===== src/rtl/id_ex_stage.sv =====
// ID/EX pipeline register in front of the ALU.
// Latches the decoded ID fields, decodes the ALU operation, forwards operands
// from EX/MEM and MEM/WB, and generates the load-use stall for ID.
//
// Handshake: ID offers an instruction with id_valid. It is taken on a rising
// edge only when id_ready is high. id_ready is ex_ready & !load_use & !flush.
// ex_ready low freezes this stage. Flush discards both the ID offer and the
// current EX contents.
module id_ex_stage #(
  parameter int SIZEDATA = 32,
  parameter int OP       = 4,
  parameter int REGADDR  = 5
) (
  input  logic                clk,
  input  logic                rst_n,
  input  logic                id_valid,
  output logic                id_ready,
  input  logic [SIZEDATA-1:0] id_rs_data,
  input  logic [SIZEDATA-1:0] id_rt_data,
  input  logic [SIZEDATA-1:0] id_imm,
  input  logic [REGADDR-1:0]  id_rs,
  input  logic [REGADDR-1:0]  id_rt,
  input  logic [REGADDR-1:0]  id_rd,
  input  logic [1:0]          id_aluop,
  input  logic [5:0]          id_funct,
  input  logic                id_alusrc,
  input  logic                id_regdst,
  input  logic                id_regwrite,
  input  logic                id_memread,
  input  logic                id_memwrite,
  input  logic                id_memtoreg,
  input  logic                flush,
  input  logic                ex_ready,
  input  logic                exm_regwrite,
  input  logic [REGADDR-1:0]  exm_rd,
  input  logic [SIZEDATA-1:0] exm_result,
  input  logic                wb_regwrite,
  input  logic [REGADDR-1:0]  wb_rd,
  input  logic [SIZEDATA-1:0] wb_data,
  output logic [SIZEDATA-1:0] a,
  output logic [SIZEDATA-1:0] b,
  output logic [OP-1:0]       operador,
  output logic                ex_valid,
  output logic [REGADDR-1:0]  ex_wdest,
  output logic [SIZEDATA-1:0] ex_store_data,
  output logic                ex_regwrite,
  output logic                ex_memread,
  output logic                ex_memwrite,
  output logic                ex_memtoreg,
  output logic                ex_illegal
);

  localparam logic [OP-1:0] OP_AND = 4'b0000;
  localparam logic [OP-1:0] OP_OR  = 4'b0001;
  localparam logic [OP-1:0] OP_ADD = 4'b0010;
  localparam logic [OP-1:0] OP_SUB = 4'b0110;
  localparam logic [OP-1:0] OP_SLT = 4'b0111;
  localparam logic [OP-1:0] OP_NOR = 4'b1100;

  logic                valid_q, valid_d;
  logic [REGADDR-1:0]  rs_idx_q, rs_idx_d;
  logic [REGADDR-1:0]  rt_idx_q, rt_idx_d;
  logic [SIZEDATA-1:0] rs_val_q, rs_val_d;
  logic [SIZEDATA-1:0] rt_val_q, rt_val_d;
  logic [SIZEDATA-1:0] imm_q, imm_d;
  logic                alusrc_q, alusrc_d;
  logic [REGADDR-1:0]  wdest_q, wdest_d;
  logic                regwrite_q, regwrite_d;
  logic                memread_q, memread_d;
  logic                memwrite_q, memwrite_d;
  logic                memtoreg_q, memtoreg_d;
  logic [OP-1:0]       op_q, op_d;
  logic                illegal_q, illegal_d;

  logic [SIZEDATA-1:0] fwd_rs, fwd_rt;
  logic [OP-1:0]       dec_op;
  logic                dec_illegal;
  logic                load_use;

  // Operand forwarding on the latched indices; EX/MEM is the younger producer and wins. $0 never forwards.
  always_comb begin
    fwd_rs = rs_val_q;
    fwd_rt = rt_val_q;
    if (exm_regwrite && exm_rd != '0 && exm_rd == rs_idx_q)
      fwd_rs = exm_result;
    else if (wb_regwrite && wb_rd != '0 && wb_rd == rs_idx_q)
      fwd_rs = wb_data;
    if (exm_regwrite && exm_rd != '0 && exm_rd == rt_idx_q)
      fwd_rt = exm_result;
    else if (wb_regwrite && wb_rd != '0 && wb_rd == rt_idx_q)
      fwd_rt = wb_data;
  end

  // ALU control decode of the instruction currently offered by ID.
  always_comb begin
    dec_op      = OP_ADD;
    dec_illegal = 1'b0;
    unique case (id_aluop)
      2'b00: dec_op = OP_ADD;
      2'b01: dec_op = OP_SUB;
      2'b11: dec_op = OP_OR;
      default: begin
        case (id_funct)
          6'b100000, 6'b100001: dec_op = OP_ADD;
          6'b100010, 6'b100011: dec_op = OP_SUB;
          6'b100100:            dec_op = OP_AND;
          6'b100101:            dec_op = OP_OR;
          6'b100111:            dec_op = OP_NOR;
          6'b101010:            dec_op = OP_SLT;
          default: begin
            dec_op      = OP_ADD;
            dec_illegal = 1'b1;
          end
        endcase
      end
    endcase
  end

  // Load-use hazard: the load in EX cannot forward in time to an ID reader of its destination.
  always_comb begin
    load_use = valid_q && memread_q && (wdest_q != '0) && id_valid &&
               ((id_rs == wdest_q) ||
                ((!id_alusrc || id_memwrite) && (id_rt == wdest_q)));
    id_ready = ex_ready && !load_use && !flush;
  end

  // Next-state selection: flush, then hold, then bubble, then load from ID.
  always_comb begin
    valid_d    = valid_q;
    rs_idx_d   = rs_idx_q;
    rt_idx_d   = rt_idx_q;
    rs_val_d   = rs_val_q;
    rt_val_d   = rt_val_q;
    imm_d      = imm_q;
    alusrc_d   = alusrc_q;
    wdest_d    = wdest_q;
    regwrite_d = regwrite_q;
    memread_d  = memread_q;
    memwrite_d = memwrite_q;
    memtoreg_d = memtoreg_q;
    op_d       = op_q;
    illegal_d  = illegal_q;
    if (flush) begin
      valid_d    = 1'b0;
      regwrite_d = 1'b0;
      memread_d  = 1'b0;
      memwrite_d = 1'b0;
      memtoreg_d = 1'b0;
      illegal_d  = 1'b0;
    end else if (!ex_ready) begin
      // Capture any producer retiring during the hold so the value is not lost.
      rs_val_d = fwd_rs;
      rt_val_d = fwd_rt;
    end else if (load_use) begin
      valid_d    = 1'b0;
      regwrite_d = 1'b0;
      memread_d  = 1'b0;
      memwrite_d = 1'b0;
    end else begin
      valid_d    = id_valid;
      rs_idx_d   = id_rs;
      rt_idx_d   = id_rt;
      rs_val_d   = id_rs_data;
      rt_val_d   = id_rt_data;
      imm_d      = id_imm;
      alusrc_d   = id_alusrc;
      wdest_d    = id_regdst ? id_rd : id_rt;
      regwrite_d = id_valid && id_regwrite && !dec_illegal;
      memread_d  = id_valid && id_memread;
      memwrite_d = id_valid && id_memwrite;
      memtoreg_d = id_valid && id_memtoreg;
      op_d       = dec_op;
      illegal_d  = id_valid && dec_illegal;
    end
  end

  // Pipeline register bank.
  always_ff @(posedge clk or negedge rst_n) begin
    if (!rst_n) begin
      valid_q    <= 1'b0;
      rs_idx_q   <= '0;
      rt_idx_q   <= '0;
      rs_val_q   <= '0;
      rt_val_q   <= '0;
      imm_q      <= '0;
      alusrc_q   <= 1'b0;
      wdest_q    <= '0;
      regwrite_q <= 1'b0;
      memread_q  <= 1'b0;
      memwrite_q <= 1'b0;
      memtoreg_q <= 1'b0;
      op_q       <= '0;
      illegal_q  <= 1'b0;
    end else begin
      valid_q    <= valid_d;
      rs_idx_q   <= rs_idx_d;
      rt_idx_q   <= rt_idx_d;
      rs_val_q   <= rs_val_d;
      rt_val_q   <= rt_val_d;
      imm_q      <= imm_d;
      alusrc_q   <= alusrc_d;
      wdest_q    <= wdest_d;
      regwrite_q <= regwrite_d;
      memread_q  <= memread_d;
      memwrite_q <= memwrite_d;
      memtoreg_q <= memtoreg_d;
      op_q       <= op_d;
      illegal_q  <= illegal_d;
    end
  end

  // Output drive.
  always_comb begin
    a             = fwd_rs;
    b             = alusrc_q ? imm_q : fwd_rt;
    ex_store_data = fwd_rt;
    operador      = op_q;
    ex_valid      = valid_q;
    ex_wdest      = wdest_q;
    ex_regwrite   = regwrite_q;
    ex_memread    = memread_q;
    ex_memwrite   = memwrite_q;
    ex_memtoreg   = memtoreg_q;
    ex_illegal    = illegal_q;
  end

endmodule


===== config.mk =====
export PLATFORM = sky130hd
export DESIGN_NAME = id_ex_stage
export DESIGN_NICKNAME = d
export VERILOG_FILES = /design/src/rtl/id_ex_stage.sv
export SDC_FILE = /design/constraint.sdc
export NUM_CORES = 1
export LEC_CHECK = 0
export BUFFER_PORTS_ARGS = -buffer_cell sky130_fd_sc_hd__buf_4
export CAP_MARGIN = 20
export CORE_ASPECT_RATIO = 2
export CORE_UTILIZATION = 45
export CTS_CLUSTER_DIAMETER = 150
export DETAILED_ROUTE_END_ITERATION = 8
export GPL_ROUTABILITY_DRIVEN = 0
export GPL_TIMING_DRIVEN = 0
export PLACE_DENSITY = 0.78
export SLEW_MARGIN = 20
export SYNTH_ARGS = -nofsm -noshare
export SYNTH_HDL_FRONTEND = slang
export SYNTH_SLANG_ARGS = --single-unit

===== constraint.sdc =====
create_clock -name clk -period 2.4 [get_ports clk]
set_input_delay 0.36 -clock clk [delete_from_list [all_inputs] [get_ports clk]]
set_output_delay 0.36 -clock clk [all_outputs]
set_load 0.1 [all_outputs]

==> flow_metrics.env, run 1 <==
export IMPL_grt_ovfl_total=1613
export IMPL_io_pins=318
export IMPL_synth_top_family_by_area="compound AO/OA/AOI/OAI gates"
export IMPL_muxShareOfSynthArea_pct=11.4
export IMPL_netlist_area_um2=7800
export IMPL_synth_xor_area_share_pct=3.37
export IMPL_worst_endpoint_kind="top-level output"
export IMPL_status="stopped before the end"
export IMPL_dominantRegCellSynth="dfrtp_1"
export IMPL_stop_stage="global routing"
export IMPL_cts_sinks=122
export IMPL_grt_util_all_layers_pct=102
export IMPL_ys_types=47
export IMPL_synthDominantCellAreaShare_pct=39.1
export IMPL_synth_compound_area_share_pct=23.3
export IMPL_row_count=67
export IMPL_yosys_register_bits=122
export IMPL_synth_seq_area_share_pct=39.1
export IMPL_synth_async_sr_flop_share_pct=100
export IMPL_synth_simple_area_share_pct=15.7
export IMPL_crit_endpoint="b[17]"
export IMPL_dp_hpwl_mm=27.5
export IMPL_synthAdderAreaFrac_pct=0
export IMPL_placed_area_um2=11900
export IMPL_synthTopCellsByArea="dfrtp_1 (39%), mux2_2 (9.8%), or4_1 (6.3%), o22ai_1 (5.2%), a31oi_1 (4.9%)"
export IMPL_cts_path_max_buffers=2
export IMPL_fp_dieH_um=188
export IMPL_cts_root_buf="clkbuf_16"
export IMPL_start_util_pct=46.3
export IMPL_first_error="[ERROR GRT-0232] Routing congestion too high. Check the congestion heatmap in the GUI."
export IMPL_die_width_um=95.1
export IMPL_syn_inst=858
export IMPL_avgSynthCellArea_um2=9.10
export IMPL_synth_area_leader_cell="dfrtp_1"
export IMPL_synth_fp_nets=1064
export IMPL_grt_max_degree=78
export IMPL_io_buffers=314
export IMPL_synth_edf_count=0
export IMPL_htree_num_levels=4
export IMPL_yosysWarnings=0
export IMPL_cts_buffers=17
export IMPL_dp_cells=1380
[logic make-up after synthesis]
logic type      Yosys count
compound gates          263
simple gates            237
buf+inv                 126
flops                   122
mux                      80
xor+xnor                 30
[cells in the mapped netlist, drive strengths merged (2+ instances only)]
cell type	n
dfrtp	122
mux2	73
nand2	72
o22ai	65
or4	65
a31oi	61
clkbuf	60
nor2	49
a21oi	45
inv	38
nor3	33
o31ai	31
o221a	30
buf	27
xnor2	23
o21ai	13
mux2i	7
xor2	7
nand3	4
nand4	4
a31o	3
nor2b	3
a211oi	2
a221oi	2
a22o	2
a32o	2
nand3b	2
or2	2
[metrics by stage]
step	utilization, %	setup WS, ns	TNS, ns
2_1_floorplan	-	-0.627	-47.68
3_3_place_gp	70.5	-0.653	-72.98
3_5_place_dp	70.7	-0.642	-77.86
4_1_cts	89.9	-0.571	-58.58
[timing repair]
item / CTS
endpoints found under the hold margin: 45
buffers inserted: 45
hold buffers: 1
gates resized for setup: 514
pin swaps: 57
cloned: 10
endpoints found under the setup margin: 209
[layer usage]
metal,GRT usage [%],overflow
met3,74.9,13
met2,133,1258
met1,89.9,10
met4,115,329
met5,18.8,3
==> run 2: changes to the inputs <==
--- a/config.mk
+++ b/config.mk
@@ -7,13 +7,11 @@
 export LEC_CHECK = 0
 export BUFFER_PORTS_ARGS = -buffer_cell sky130_fd_sc_hd__buf_4
 export CAP_MARGIN = 20
-export CORE_ASPECT_RATIO = 2
-export CORE_UTILIZATION = 45
-export CTS_CLUSTER_DIAMETER = 150
+export CORE_UTILIZATION = 40
 export DETAILED_ROUTE_END_ITERATION = 8
 export GPL_ROUTABILITY_DRIVEN = 0
 export GPL_TIMING_DRIVEN = 0
-export PLACE_DENSITY = 0.78
+export PLACE_DENSITY_LB_ADDON = 0.15
 export SLEW_MARGIN = 20
 export SYNTH_ARGS = -nofsm -noshare
 export SYNTH_HDL_FRONTEND = slang
==> constraint.sdc (replaced) <==
create_clock -name clk -period 3.1 [get_ports clk]
set_input_delay 0.465 -clock clk [delete_from_list [all_inputs] [get_ports clk]]
set_output_delay 0.465 -clock clk [all_outputs]
set_load 0.1 [all_outputs]
==> run 2 against run 1 <==
The flow now finishes, with violations (negative setup slack). Synthesized cell count did not move. Area after synthesis did not move.
==> flow_metrics.env, run 2 <==
export IMPL_status="complete, but fails checks"
export IMPL_violations="negative setup slack"
export IMPL_cts_path_max_buffers=2
export IMPL_synthTopCellsByArea="dfrtp_1 (39%), mux2_2 (9.8%), or4_1 (6.3%), o22ai_1 (5.2%), a31oi_1 (4.9%)"
export IMPL_cts_sinks=122
export IMPL_r2r_start="ex_wdest[0]$_DFFE_PN0P_"
export IMPL_coreArea_um2=18900
export IMPL_p_seq_share_pct=22.4
export IMPL_drive_above_1_share_pct=56.3
export IMPL_dominantRegCellSynth="dfrtp_1"
export IMPL_p_clk_share_pct=22.1
export IMPL_avgSynthCellArea_um2=9.10
export IMPL_die_area_um2=20100
export IMPL_cp_required_ns=2.63
export IMPL_die_width_um=142
export IMPL_insertion_delay_ns=0.43
export IMPL_wl_per_cell_um=23.0
export IMPL_fin_ws_ns=-0.0359
export IMPL_p_per_area_nw_per_um2=652
export IMPL_synth_edf_count=0
export IMPL_nNetsFinal=1425
export IMPL_nFillCells=1422
export IMPL_dp_cells=1433
export IMPL_timing_hold_ws_ns=0.258
export IMPL_min_path_type="in2reg"
export IMPL_start_util_pct=41.3
export IMPL_post_route_util_pct=73.5
export IMPL_criticalPathCategory="in2out"
export IMPL_multi_input_area_um2=5880
export IMPL_cts_root_buf="clkbuf_16"
export IMPL_post_route_period_util_pct=101
export IMPL_grt_pass1_wl_mm=51.0
export IMPL_seq_area_um2=3050
export IMPL_swShare_pct=47.7
export IMPL_drc_errors=0
export IMPL_layout_common_cells="buf_4 (272), dfrtp_1 (122), o22ai_1 (65), or4_1 (63), a31oi_4 (59)"
export IMPL_dp_hpwl_mm=25.6
export IMPL_drtIter0Drc=576
export IMPL_synth_most_common_cell="dfrtp_1"
export IMPL_grt_ovfl_total=0
export IMPL_grt_max_degree=77
export IMPL_cp_max_fo=8
export IMPL_synth_fp_nets=1064
export IMPL_hold_viol=0
export IMPL_grt_pass1_vias=9013
export IMPL_leakage_nw=5.69
export IMPL_synthDominantCellAreaShare_pct=39.1
export IMPL_setup_viol=6
export IMPL_crit_path_start="wb_rd[4]"
export IMPL_yosys_register_bits=122
export IMPL_switchingPower_mw=4.33
export IMPL_grt_util_all_layers_pct=33.9
export IMPL_antenna_found_initial=0
export IMPL_comb_power_share_pct=55.5
export IMPL_critPathArrivalTime_ns=2.67
export IMPL_vdd_drop_max_uv=477
export IMPL_synth_seq_area_share_pct=39.1
export IMPL_final_common_cell="buf_4"
export IMPL_drt_total_wl_mm=34.3
export IMPL_drv_cap=0
export IMPL_row_count=50
export IMPL_fmax_mhz=319
export IMPL_crit_path_end_kind="output port"
export IMPL_instances_no_fill=1492
export IMPL_first_pass_iters=5
export IMPL_worst_pin_slew_ns=0.828
export IMPL_htree_num_levels=4
export IMPL_period_needed_ns=3.14
export IMPL_synth_area_leader_cell="dfrtp_1"
export IMPL_path_clk_slew_ns=0.06
export IMPL_syn_inst=858
export IMPL_rsz0062_at_grt="true"
export IMPL_num_vias=8852
export IMPL_io_buffers=314
export IMPL_ys_types=47
export IMPL_netlist_area_um2=7800
export IMPL_slew_headroom_pct=44.4
export IMPL_synth_common_cells="dfrtp_1 (122), nand2_1 (72), mux2_2 (68)"
export IMPL_syn_to_final_growth_pct=78.0
export IMPL_finClkSkew_ns=0.00938
export IMPL_yosysWarnings=0
export IMPL_diodes=0
export IMPL_viasPerCell=5.93
export IMPL_fp_dieH_um=142
export IMPL_ant_nets=0
export IMPL_synth_async_sr_flop_share_pct=100
export IMPL_io_pins=318
export IMPL_intPower_mw=4.73
export IMPL_reg_top3="imm_q x32, rs_val_q x32, rt_val_q x32"
export IMPL_min_from="id_imm[20]"
export IMPL_cp_start_kind="input port"
export IMPL_cts_buffers=17
export IMPL_slew_viol_final=0
export IMPL_cts_tree="done"
## run 2: final cells by class
type / instances / area share (%)
timing repair buffer: 346 / 24.2
tap: 260 / 2.34
buffer: 83 / 3.94
clock inverter: 12 / 0.820
sequential: 122 / 22.0
clock buffer: 20 / 3.36
inverter: 39 / 1.05
multi-input combinational: 610 / 42.3
## run 2: what timing repair did
action | in CTS | in global routing
pin swaps | 28 | 39
hold endpoints to repair | 46 | 0
setup endpoints to repair | 97 | 92
gates resized for setup | 227 | 115
buffers inserted | 21 | 7
gates cloned | 2 | 3
hold buffers | 1 | 0
## run 2: routing by layer
| layer | share of wire (%) | wire length (µm) | global-route usage [%] |
|---|---|---|---|
| met5 | 0 | 0 | 0 |
| met4 | 3.5 | 1200 | 14.1 |
| met3 | 7.5 | 2570 | 7.19 |
| met2 | 49 | 16800 | 56.5 |
| met1 | 40 | 13700 | 42.6 |
## run 2: worst paths after layout
kind                                            end  slack (ns)  cells past startpoint
max                                           b[20]       -0.04                     10
min                           imm_q[20]$_DFFE_PN0P_        0.26                      2
max reg2reg                rs_val_q[13]$_DFFE_PN0P_        0.39                      7
min reg2reg                 operador[3]$_DFFE_PN0P_        0.49                      1
max in group asynchronous   rs_idx_q[2]$_DFFE_PN0P_        1.85                      3
min in group asynchronous  rs_val_q[15]$_DFFE_PN0P_        0.53                      2
## run 2: power by group through the flow
stage / Combinational [mW] / Sequential, mW / Clock [mW]
after floorplan: 3.23 / 2.10 / 0
after detailed placement: 4.33 / 2.03 / 0
after global placement: 4.29 / 2.02 / 0
after global routing: 5.18 / 2.05 / 2.08
after CTS: 4.76 / 2.01 / 2.02
final: 5.03 / 2.03 / 2.00
## run 2: critical path, cell delays in order
cell      delay, ns
buf_4          0.12
or4_4          0.54
o21ai_4        0.19
buf_6          0.14
nand3b_4       0.27
buf_12         0.18
nand2_4        0.06
a31oi_4        0.30
mux2_4         0.23
buf_12         0.17
## run 2: through the flow
stage                     cell area (µm²)  total power [mW]  TNS, ns  setup WS [ns]
after global placement              11700              6.31   -31.43         -0.619
after global routing                13900              9.32    -2.61        -0.0943
final                               13900              9.06  -0.0771        -0.0359
after floorplan                      9020              5.34    -4.11         -0.177
after CTS                           13400              8.79   -0.339        -0.0544
after detailed placement            11700              6.36   -34.57         -0.658
## run 2: cell families after synthesis
family	count (synthesis)	share of synthesized area [%]
AOI/OAI and AO/OA	263	23.3
buffers and inverters	126	7.12
and+or+nand+nor	237	15.7
muxes	80	11.4
xor gates and xnor gates	30	3.37
DFF	122	39.1
Note: power is estimated with default switching activity, not from simulation.
==> run 3: changes to the inputs <==
--- a/config.mk
+++ b/config.mk
@@ -5,8 +5,10 @@
 export SDC_FILE = /design/constraint.sdc
 export NUM_CORES = 1
 export LEC_CHECK = 0
+export ABC_AREA = 1
 export BUFFER_PORTS_ARGS = -buffer_cell sky130_fd_sc_hd__buf_4
 export CAP_MARGIN = 20
+export CORE_MARGIN = 5
 export CORE_UTILIZATION = 40
 export DETAILED_ROUTE_END_ITERATION = 8
 export GPL_ROUTABILITY_DRIVEN = 0
==> run 3 against run 2 <==
The flow now finishes without violations. Power fell by 15%. Worst setup slack improved by 0.12 ns. Register-to-register slack better by 0.63 ns. Largest cell class unchanged.
==> flow_metrics.env, run 3 <==
export IMPL_fmax_mhz=331
export IMPL_rrSetupSlack_ns=1.02
export IMPL_reg_top3="imm_q x32, rs_val_q x32, rt_val_q x32"
export IMPL_hold_end="imm_q[14]$_DFFE_PN0P_"
export IMPL_fp_dieH_um=157
export IMPL_ys_types=27
export IMPL_die_area_um2=24700
export IMPL_intPower_mw=3.93
export IMPL_swShare_pct=49.0
export IMPL_syn_to_final_growth_pct=42.2
export IMPL_grt_pass1_vias=9609
export IMPL_htree_num_levels=4
export IMPL_layout_common_cells="nand2_1 (474), buf_4 (306), nand3_1 (270), inv_1 (163), nor2_1 (140)"
export IMPL_crit_path_end_kind="output port"
export IMPL_criticalPathCategory="reg2out"
export IMPL_diodes=0
export IMPL_comb_power_share_pct=49.0
export IMPL_synthDominantCellAreaShare_pct=35.3
export IMPL_final_area_um2=12300
export IMPL_wl_per_cell_um=17.7
export IMPL_avgSynthCellArea_um2=6.20
export IMPL_num_vias=10292
export IMPL_leakage_nw=6.96
export IMPL_cp_start_kind="flop"
export IMPL_cts_tree="done"
export IMPL_placed_area_um2=11500
export IMPL_min_path_type="in2reg"
export IMPL_critPathArrivalTime_ns=2.56
export IMPL_hold_viol=0
export IMPL_yosysWarnings=0
export IMPL_r2r_start="ex_wdest[2]$_DFFE_PN0P_"
export IMPL_drv_cap=0
export IMPL_path_clk_slew_ns=0.06
export IMPL_post_route_period_util_pct=97.4
export IMPL_viasPerCell=5.09
export IMPL_drive_above_1_share_pct=27.0
export IMPL_slew_viol_final=0
export IMPL_start_util_pct=40.9
export IMPL_hold_depth=3
export IMPL_row_count=53
export IMPL_nNetsFinal=1942
export IMPL_p_per_area_nw_per_um2=626
export IMPL_cts_root_buf="clkbuf_16"
export IMPL_cp_max_fo=10
export IMPL_drt_total_wl_mm=35.8
export IMPL_setup_viol=0
export IMPL_cts_buffers=17
export IMPL_netlist_area_um2=8650
export IMPL_synth_common_cells="nand2_1 (484), nand3_1 (271), inv_1 (163)"
export IMPL_synthTopCellsByArea="dfrtp_1 (35%), nand2_1 (21%), nand3_1 (16%), inv_1 (7.1%), nor2_1 (6.1%)"
export IMPL_grt_pass1_wl_mm=53.2
export IMPL_timing_hold_ws_ns=0.242
export IMPL_grt_max_degree=74
export IMPL_io_pins=318
export IMPL_finalPower_mw=7.71
export IMPL_ant_nets=0
export IMPL_drtIter0Drc=775
export IMPL_finClkSkew_ns=0.0101
export IMPL_status="finished clean"
export IMPL_die_width_um=157
export IMPL_worstRegToRegCells=12
export IMPL_synth_area_leader_cell="dfrtp_1"
export IMPL_worst_pin_slew_ns=0.838
export IMPL_cts_path_max_buffers=2
export IMPL_final_common_cell="nand2_1"
export IMPL_first_pass_iters=5
export IMPL_coreArea_um2=21200
export IMPL_io_buffers=316
export IMPL_synth_async_sr_flop_share_pct=100
export IMPL_p_clk_share_pct=26.3
export IMPL_cp_required_ns=2.63
export IMPL_cts_sinks=122
export IMPL_pre_cts_ws_ns=0.168
export IMPL_syn_inst=1396
export IMPL_fin_ws_ns=0.0796
export IMPL_dp_hpwl_mm=28.5
export IMPL_synth_seq_area_share_pct=35.3
export IMPL_vdd_drop_max_uv=414
export IMPL_grt_ovfl_total=0
export IMPL_switchingPower_mw=3.78
export IMPL_r2r_end="rs_val_q[23]$_DFFE_PN0P_"
export IMPL_period_needed_ns=3.02
export IMPL_yosys_register_bits=122
export IMPL_dominantRegCellSynth="dfrtp_1"
export IMPL_synth_edf_count=0
export IMPL_p_seq_share_pct=24.7
export IMPL_drc_errors=0
export IMPL_synth_most_common_cell="nand2_1"
export IMPL_synth_fp_nets=1602
export IMPL_grt_util_all_layers_pct=27.9
export IMPL_insertion_delay_ns=0.42
export IMPL_slew_headroom_pct=43.9
export IMPL_antenna_found_initial=0
export IMPL_min_from="id_imm[14]"
export IMPL_nFillCells=2076
[run 3: power groups by stage]
| stage | clock network [mW] | logic, mW | registers, mW |
|---|---|---|---|
| floorplan | 0 | 2.59 | 2.02 |
| global placement | 0 | 3.66 | 1.92 |
| detailed placement | 0 | 3.69 | 1.92 |
| CTS | 2.05 | 3.71 | 1.90 |
| global route | 2.12 | 3.98 | 1.93 |
| finish | 2.02 | 3.78 | 1.90 |
[run 3: logic make-up (layout without fill, tap and decap cells)]
logic type,after synthesis,in the layout,synth area share [%]
AOI/OAI and AO/OA,94,94,5.55
xor gates and xnor gates,14,14,1.42
buffers and inverters,248,600,12.5
DFF,122,122,35.3
and+or+nand+nor,918,918,45.2
[run 3: per-stage QoR]
step                      utilization [%]  TNS [ns]  instances
final                                58.2         0       2023
after global routing                 58.2   -0.0859       2023
after CTS                            57.5         0       2020
after detailed placement             54.5         0       1988
after global placement               54.3         0       1987
after floorplan                         -    -0.384       1396
[run 3: how the worst max path moves through the flow]
stage | from | endpoint | cells after the start | slack (ns)
3_3_place_gp | wb_rd[4] | b[28] | 11 | 0.18
5_1_grt | rt_idx_q[0]$_DFFE_PN0P_ | b[1] | 11 | -0.03
4_1_cts | rt_idx_q[1]$_DFFE_PN0P_ | b[23] | 9 | 0.01
6_report | rt_idx_q[0]$_DFFE_PN0P_ | b[12] | 11 | 0.08
3_5_place_dp | wb_rd[1] | b[24] | 14 | 0.17
2_1_floorplan | wb_rd[1] | b[3] | 12 | -0.38
[run 3: final cells by class]
class                   count  area, µm²  share of cell area [%]
plain buffers              79        450                    3.66
clock inverters            12        141                    1.15
repair buffers            321       2530                    20.5
clock buffers              19        453                    3.68
inverters                 169        637                    5.18
multi-input cells        1026       4700                    38.2
flip-flops and latches    122       3050                    24.8
well taps                 275        344                    2.80
[run 3: critical path, cell delays in order, from the launching register on]
cell and delay [ns]:
dfrtp_1 0.42, xnor2_1 0.18, nand3_1 0.13, nor2_4 0.20, nand2_1 0.15, buf_2 0.23, nand2_1 0.09, nand3_1 0.09
nand2_1 0.13, nand2_1 0.11, o21ai_2 0.09, buf_4 0.31
[run 3: what timing repair did]
| action | CTS | global route |
|---|---|---|
| hold buffers | 1 | 0 |
| hold endpoints to repair | 49 | 0 |
| setup endpoints to repair | 23 | 56 |
| gates resized for setup | 10 | 33 |
| pin swaps | 0 | 2 |
| buffers inserted | 0 | 3 |
[run 3: layer usage]
layer | wire length (µm) | vias to the layer above | track usage, %
met5 | 0 | - | 0
met4 | 1360 | 0 | 11.0
met3 | 3510 | 80 | 7.09
met2 | 16600 | 515 | 44.6
met1 | 14300 | 4635 | 36.6
li1 | - | 5062 | -
